**src/rtl/ball_crash_detect.sv**
```systemverilog
// ball_crash_detect
//   Turns ball and paddle positions into the crash vector used by the ball
//   mover. It also detects misses at the left and right edges and keeps each
//   player's score and the game-over state.
// Ports:
//   iVGA_CLK, iRST_n       pixel clock; asynchronous active-low reset
//   iBall_x, iBall_y       ball top-left corner
//   iPaddleL_y, iPaddleR_y paddle top y positions
//   iRestart               synchronous pulse: clear scores, resume play
//   oCrash                 {left,right,up,down} registered one-cycle pulses
//   oMissL, oMissR         one-cycle pulse on entering the left/right edge zone
//   oScoreL, oScoreR       player scores
//   oGameOver              high while the game is over
module ball_crash_detect #(
  parameter int SCREEN_W       = 640,
  parameter int SCREEN_H       = 480,
  parameter int BALL_SIZE      = 8,
  parameter int PADDLE_W       = 8,
  parameter int PADDLE_H       = 64,
  parameter int LEFT_PADDLE_X  = 16,
  parameter int RIGHT_PADDLE_X = 616,
  parameter int HOLDOFF        = 4,
  parameter int SCORE_MAX      = 9
) (
  input  logic       iVGA_CLK,
  input  logic       iRST_n,
  input  logic [9:0] iBall_x,
  input  logic [9:0] iBall_y,
  input  logic [9:0] iPaddleL_y,
  input  logic [9:0] iPaddleR_y,
  input  logic       iRestart,
  output logic [3:0] oCrash,
  output logic       oMissL,
  output logic       oMissR,
  output logic [3:0] oScoreL,
  output logic [3:0] oScoreR,
  output logic       oGameOver
);

  localparam logic [0:0] PLAY = 1'b0;
  localparam logic [0:0] OVER = 1'b1;

  localparam logic [10:0] C_SW    = 11'(SCREEN_W);
  localparam logic [10:0] C_SH    = 11'(SCREEN_H);
  localparam logic [10:0] C_BALL  = 11'(BALL_SIZE);
  localparam logic [10:0] C_PH    = 11'(PADDLE_H);
  localparam logic [10:0] C_LX    = 11'(LEFT_PADDLE_X);
  localparam logic [10:0] C_LX_W  = 11'(LEFT_PADDLE_X + PADDLE_W);
  localparam logic [10:0] C_RX    = 11'(RIGHT_PADDLE_X);
  localparam logic [10:0] C_RX_W  = 11'(RIGHT_PADDLE_X + PADDLE_W);
  localparam logic [7:0]  C_HOLD  = 8'(HOLDOFF);
  localparam logic [3:0]  C_SMAX  = 4'(SCORE_MAX);

  logic [0:0] state;
  logic [7:0] hold_cnt [4];
  logic       zl_q, zr_q;

  logic [10:0] x11, y11, x_end, y_end, pl11, pr11;
  logic        ovl_l, ovl_r, pad_l, pad_r;
  logic        zone_l, zone_r;
  logic [3:0]  raw;
  logic [3:0]  inc_l, inc_r;

  always_comb begin
    x11   = {1'b0, iBall_x};
    y11   = {1'b0, iBall_y};
    pl11  = {1'b0, iPaddleL_y};
    pr11  = {1'b0, iPaddleR_y};
    x_end = x11 + C_BALL;
    y_end = y11 + C_BALL;
    ovl_l = (y_end > pl11) && (y11 < pl11 + C_PH);
    ovl_r = (y_end > pr11) && (y11 < pr11 + C_PH);
    pad_l = (x11 <= C_LX_W) && (x_end > C_LX) && ovl_l;
    pad_r = (x_end >= C_RX) && (x11 < C_RX_W) && ovl_r;
    zone_l = (iBall_x == 10'd0);
    zone_r = (x_end >= C_SW);
    // Paddles only count while playing; walls keep bouncing the ball in OVER.
    raw[3] = zone_l | (pad_l & (state == PLAY));
    raw[2] = zone_r | (pad_r & (state == PLAY));
    raw[1] = (iBall_y == 10'd0);
    raw[0] = (y_end >= C_SH);
    inc_l  = oScoreL + 4'd1;
    inc_r  = oScoreR + 4'd1;
  end

  // Crash pulses with per-bit holdoff, plus edge-zone miss detection.
  always_ff @(posedge iVGA_CLK or negedge iRST_n) begin
    if (!iRST_n) begin
      oCrash <= '0;
      oMissL <= 1'b0;
      oMissR <= 1'b0;
      zl_q   <= 1'b0;
      zr_q   <= 1'b0;
      for (int unsigned i = 0; i < 4; i++) hold_cnt[i] <= '0;
    end else if (iRestart) begin
      oCrash <= '0;
      oMissL <= 1'b0;
      oMissR <= 1'b0;
      zl_q   <= 1'b0;
      zr_q   <= 1'b0;
      for (int unsigned i = 0; i < 4; i++) hold_cnt[i] <= '0;
    end else begin
      for (int unsigned i = 0; i < 4; i++) begin
        if (hold_cnt[i] != 8'd0) begin
          oCrash[i]   <= 1'b0;
          hold_cnt[i] <= hold_cnt[i] - 8'd1;
        end else begin
          oCrash[i] <= raw[i];
          if (raw[i]) hold_cnt[i] <= C_HOLD;
        end
      end
      zl_q   <= zone_l;
      zr_q   <= zone_r;
      oMissL <= zone_l & ~zl_q;
      oMissR <= zone_r & ~zr_q;
    end
  end

  // Scores follow the registered miss pulses, so they update one cycle later.
  always_ff @(posedge iVGA_CLK or negedge iRST_n) begin
    if (!iRST_n) begin
      state   <= PLAY;
      oScoreL <= '0;
      oScoreR <= '0;
    end else if (iRestart) begin
      state   <= PLAY;
      oScoreL <= '0;
      oScoreR <= '0;
    end else if (state == PLAY) begin
      if (oMissL) oScoreR <= inc_r;
      if (oMissR) oScoreL <= inc_l;
      if ((oMissL && inc_r == C_SMAX) || (oMissR && inc_l == C_SMAX))
        state <= OVER;
    end
  end

  assign oGameOver = (state == OVER);

endmodule

```
**config.mk**
```make
export PLATFORM = sky130hd
export DESIGN_NAME = ball_crash_detect
export DESIGN_NICKNAME = d
export VERILOG_FILES = /design/src/rtl/ball_crash_detect.sv
export SDC_FILE = /design/constraint.sdc
export NUM_CORES = 1
export LEC_CHECK = 0
export BUFFER_PORTS_ARGS = -buffer_cell sky130_fd_sc_hd__buf_4
export CAP_MARGIN = 20
export CORE_MARGIN = 2
export CORE_UTILIZATION = 45
export DETAILED_ROUTE_END_ITERATION = 12
export HOLD_SLACK_MARGIN = 0.1
export PLACE_DENSITY = 0.76
export SYNTH_ARGS = -nofsm -noshare
export SYNTH_HDL_FRONTEND = slang
export SYNTH_SLANG_ARGS = --single-unit
```
**constraint.sdc**
```tcl
create_clock -name iVGA_CLK -period 4.1 [get_ports iVGA_CLK]
set_clock_uncertainty 0.15 [all_clocks]
set_input_delay 0.205 -clock iVGA_CLK [delete_from_list [all_inputs] [get_ports iVGA_CLK]]
set_output_delay 0.205 -clock iVGA_CLK [all_outputs]
set_load 0.02 [all_outputs]
```
**Yosys cells after proc, flatten, opt, wreduce, memory -nomap -nowiden**

Cells that the tools add are included.

- Register bits after elaboration: 49
- Output and inout port bits: 15
- Logic and storage cells: 94
- Input port bits: 43

- $add $sub $neg: 10
- Mux-type cells: 27
- Equal/unequal tests: 3
- Reductions and logical operators: 23
- Bitwise gates (word level): 9
- $lt $le $gt $ge: 10

Operators by type and width:

| operator | number |
|---|---|
| 8-bit two-way mux | 8 |
| 32-bit two-way mux | 1 |
| 8-bit nonzero test | 4 |
| 8-bit by 1-bit subtractor with 8-bit output, second input constant | 4 |
| 4-bit two-way mux | 7 |
| 10-bit by 4-bit adder with 11-bit output, second input constant | 2 |
| 10-bit by 7-bit adder with 11-bit output, second input constant | 2 |
| 11-bit by 10-bit >= comparator with 1-bit output, second input constant | 2 |
| 11-bit by 10-bit > comparator with 1-bit output | 2 |
| 10-bit by 11-bit < comparator with 1-bit output | 2 |
| 10-bit logical NOT | 2 |
| 3-bit nonzero test | 4 |
| 11-bit by 9-bit >= comparator with 1-bit output, second input constant | 1 |
| 11-bit by 5-bit > comparator with 1-bit output, second input constant | 1 |
| 1-bit two-way mux | 11 |
| 10-bit by 5-bit <= comparator with 1-bit output, second input constant | 1 |
| 10-bit < comparator, second input constant | 1 |
| 4-bit by 1-bit adder with 4-bit output, second input constant | 2 |
| 4-bit equality test, second input constant | 2 |
| 1-bit logical AND | 8 |
| 1-bit AND | 4 |
| 2-bit AND reduction | 2 |
| 2-bit nonzero test | 2 |
| 1-bit NOT | 3 |
| other kinds (3) | 4 |

**Longest topological paths before layout**

- Depth after elaboration: 9
- Gate-level depth with buffers: 11
- Mapped depth without buffers: 11

**Worst setup path before layout**

No wires, ideal clock.

- Path type: input port to flip-flop
- From: input iBall_y[3]
- To: register hold_cnt[8] (netlist name)
- Slack: 1700 ps
- Stages: 10
- Path buffers: 0
- Arrival: 2184 ps
- Required time: 3884 ps
- Setup time: 66 ps
- Path through: ha_1 nand3_1 xnor2_1 ha_1 a21oi_1 nand2_1 a211o_1 a2111o_1 a21oi_1 o31a_1

- Cells in the longest elaborated chain, start to end: 7
- Elaborated cells between the ends (all ways): 8
- Classes of those cells: add/sub: 1; order compare: 2; bitwise: 2; reduce/logical: 3

RTL lines:

| element | line | text |
|---|---|---|
| start: declaration | 28 | `input logic [9:0] iBall_y,` |
| 10-bit by 4-bit adder with 11-bit output | 70 | `y_end = y11 + C_BALL;` |
| 11-bit by 10-bit > comparator with 1-bit output | 72 | `ovl_r = (y_end > pr11) && (y11 < pr11 + C_PH);` |
| 1-bit logical AND * | 72 |  |
| 1-bit logical AND * | 74 | `pad_r = (x_end >= C_RX) && (x11 < C_RX_W) && ovl_r;` |
| 1-bit AND * | 79 | `raw[2] = zone_r \| (pad_r & (state == PLAY));` |
| 1-bit OR * | 79 |  |
| 3-bit nonzero test (no source line) * | -- |  |
| end signal: indexed assignment | 106 | `hold_cnt[i] <= hold_cnt[i] - 8'd1;` |
| end: declaration | 55 | `logic [7:0] hold_cnt [4];` |

Every way passes the cells marked *; elsewhere a longest branch is shown, timed or not.
A chain may end at the register's enable or synchronous reset.

**Worst setup path in the final report**

Ends and elaborated chain as after synthesis.

==> results.txt <==
----------------------------------------------------
[Run status]
  Status ... finished clean

[Global routing]
  Wire length of the first global-routing pass ... 13940 um
  Global route overflow ... 0
  Overall routing resource usage ... 19.35%
  Largest net degree at the start of global routing ... 50
  Number of global-route vias before repair ... approximately 3100
  Initial antenna violation count ... 0

[Setup path]
  Crit path required time ... 4190 ps
  Critical R2R Launch ... hold_cnt[0]$_DFFE_PN0P_
  Worst Setup Start Kind ... input port
  Source of the critical timing path ... iBall_y[3]
  Slowest stage delay, CP ... 460 ps
  Worst setup slack for register-to-register paths ... between 1500 and 2000 ps
  CP max FO ... 8
  Crit-path leading delay family ... compound AO/OA/AOI/OAI gates
  Worst r2r path cells ... 7
  Critical Path, Cell by Cell ... buf_4 -> ha_1 -> nand3_1 -> xnor2_1 -> ha_1 -> a21oi_1 -> nand2_1 -> a211o_1 -> a2111o_1 -> a21oi_1 -> o31a_1
  Endpoint type of the worst setup path ... flop
  CP bufs+invs ... 1
  Reg2reg end ... hold_cnt[0]$_DFFE_PN0P_
  Slowest stage cell, crit path ... sky130_fd_sc_hd__a2111o_1
  Worst setup path category ... input port to flop
  CP Data Arrival Time ... 2560 ps

[Layout]
  Fillcell total ... 737
  Fraction of layout instances using a drive strength above 1 ... 16.11%
  ANT cells ... 0
  Layout-stage area growth over the synthesis result ... 16.76%
  Multi-input gate area in the final layout ... 2322 um2
  Sequential Area ... 1226 um2
  Final layout net count ... 569

[Power]
  Cell Pwr Density ... 412.8 nW/um2
  Leakage power ... 2.118 nW
  Maximum vdd ir drop ... 0.1735 mV

[Clocking]
  Number of gates given a new drive strength after cts ... 0
  Clock-pin transition on the worst setup and hold timing paths ... 80 ps
  Root Buffer ... sky130_fd_sc_hd__clkbuf_8
  CTS max path bufs ... 2
  Clock sink total ... 49
  CTS H-tree depth ... 2
  Clock latency on the worst-skew pair ... 290 ps
  Total clock buffers created by CTS ... 5
  TritonCTS clock tree ... built

[STA]
  Unrepaired setup endpoints after global routing ... no
  Min Clock Period, post-route ... 2473 ps
  Count of final hold-check violations ... 0
  Least setup slack across all paths after layout ... ~1600 ps
  Max Transition Viols Final ... 0
  Final sum of negative setup slack ... 0 ps
  Worst Max-Slew Pin Slew ... 698.6 ps
  Achievable clock frequency ... 404.4 MHz
  Worst relative slew slack ... 53.03%
  Share of the clock period used by the worst path after layout ... 60.32%
  Final setup violation count ... 0

[Detailed routing]
  Routed vias/inst ... between 5 and 6
  First-pass iteration count of the detailed router ... 4
  Number of violations reported at the end of detailed-routing iteration 0 ... 204
  WL/cell ... around 14 um
  Via total after detailed routing ... 3252
  Detail Route Antenna Nets ... 0
  Total DRC errors in the routed layout ... 0
  Aggregate routed wire length ... 8401 um

[Floorplan]
  Area of the die ... 9024 um2
  I/O pin total ... 58
  Core outline area ... 8134 um2
  Y dimension of the die ... ~95 um
  Effective utilization at floorplan ... 45.81%
  Floorplan die width ... between 90 and 100 um
  Rows ... 33

[Synthesis]
  Area share of the largest cell type after synthesis ... 32.91%
  Post-synthesis sequential area ratio ... roughly 33%
  Flop and latch count out of synthesis ... 49
  Post-Syn Nets ... 511
  Leading cell types by total area after synthesis ... sky130_fd_sc_hd__dfrtp_1, sky130_fd_sc_hd__ha_1, sky130_fd_sc_hd__xnor2_1
  Leading area contributor after synthesis ... sky130_fd_sc_hd__dfrtp_1
  Async set-or-reset flop fraction in the synthesized netlist ... 100.0%
  Ranking of synthesized cells by instance count ... sky130_fd_sc_hd__dfrtp_1, sky130_fd_sc_hd__ha_1, sky130_fd_sc_hd__nor2_1
  Syn Area/Cell ... 8.872 um2
  Primary FF master, synth ... sky130_fd_sc_hd__dfrtp_1
  Post-synth design cell area ... 3726 um2
  Most numerous cell in the Yosys netlist ... sky130_fd_sc_hd__dfrtp_1
  Yosys synthesis warning count ... 0
  EDFF count, synth ... 0
  Number of distinct standard cells referenced by the synthesized netlist ... 62
  Gate count after technology mapping ... 420

[Run]
  Number of violations of the max-capacitance limit ... 0

[Worst hold path]
  Hold Path Cell Cnt ... 2
  Hold path startpoint ... iRestart
  Path category of the worst min-delay check ... input port to flop
  Hold endpoint ... hold_cnt[18]$_DFFE_PN0P_

[Place]
  Dpl ws ... 1303 ps
  Detailed Place HPWL ... 6547 um
  Number of I/O port buffers ... 57
  Routability cong. ... 0.9310

----------------------------------------------------
[per-layer routing]
layer	part of all wire (%)	GRT usage, %	up-vias
li1	-	-	1625
met1	47	25.99	1555
met2	48	32.92	66
met3	4.3	3.591	6
met4	0.70	3.382	0
met5	0	0	-
[flip-flops by register name, indices dropped and copies added (netlist names)]
register / cells
oScoreL: 4
oMissL: 1
oGameOver: 1
zr_q: 1
oMissR: 1
hold_cnt: 32
zl_q: 1
oScoreR: 4
oCrash: 4
[worst reg2reg max path, delay by kind of cell (launching register included)]
family | cells | cell delay, ps
AO/OA/AOI/OAI | 1 | 220
adder cells (fa/ha/maj) | 1 | 190
buffers and inverters | 1 | 100
flip-flops | 1 | 400
AND/OR/NAND/NOR | 4 | 1040
[per-stage QoR]
stage               instances  instance area, um2  util (%)  hold slack, ps  total power, mW
floorplan                 420                3726         -          -240.6            1.305
global placement          575                4254     52.30           109.5            1.472
detailed placement        575                4254     52.30           111.1            1.514
CTS                       583                4350     53.48           161.0            1.809
global route              583                4350     53.48           164.6            1.953
finish                    583                4350     53.48           163.7            1.796
[cells in the final DEF (no fill, tap or decap), drive strengths merged, types with 2 or more instances in the layout]
cell type,Yosys,final
nand3,17,17
nor2,42,42
nand2b,3,3
and2,4,4
nor3b,3,3
nand4,8,8
and3,4,4
dfrtp,49,49
xor2,11,11
xnor2,21,21
a21o,5,5
or2,2,2
nor4,11,11
nand2,28,28
a211o,5,5
a41o,3,3
o31ai,6,6
a31oi,4,4
clkbuf,1,7
o2111ai,3,3
a21oi,25,25
nor3,22,22
a211oi,5,5
o21a,2,2
inv,39,39
nor2b,3,3
or3,5,5
o211ai,2,2
ha,48,48
buf,6,57
nand3b,2,2
o21ai,12,12
[worst max path at each step]
stage	cells after the start	to
4_1_cts	11	hold_cnt[8]$_DFFE_PN0P_
6_report	11	hold_cnt[8]$_DFFE_PN0P_
2_1_floorplan	10	hold_cnt[8]$_DFFE_PN0P_
3_5_place_dp	11	hold_cnt[8]$_DFFE_PN0P_
5_1_grt	11	hold_cnt[8]$_DFFE_PN0P_
3_3_place_gp	11	hold_cnt[10]$_DFFE_PN0P_
[final cells by class]
type                            count  share of cell area [%]
Timing Repair Buffer               58                   10.07
Clock buffer                        7                   1.984
Tap cell                          105                   3.020
Inverter                           39                   3.365
Multi-Input combinational cell    325                   53.38
Sequential cell                    49                   28.19
[repair_timing]
action | CTS | global route
hold buffers | 1 | 0
buffers inserted | 0 | 0
endpoints found under the hold margin | 49 | 0
[where the power goes]
part	internal [mW]	switching [mW]
combinational	0.365	0.450
clock	0.134	0.151
sequential	0.594	0.102
[logic make-up after synthesis]
| family | count (synthesis) | share of synthesized area, % |
|---|---|---|
| flip-flops | 49 | 32.91 |
| XOR/XNOR | 32 | 7.522 |
| multiplexers | 1 | 0.2686 |
| AO/OA/AOI/OAI | 86 | 16.25 |
| adder cells (fa/ha/maj) | 48 | 16.12 |
| AND/OR/NAND/NOR | 158 | 22.16 |
| buffers and inverters | 46 | 4.768 |
(Power assumes the default switching activity.)
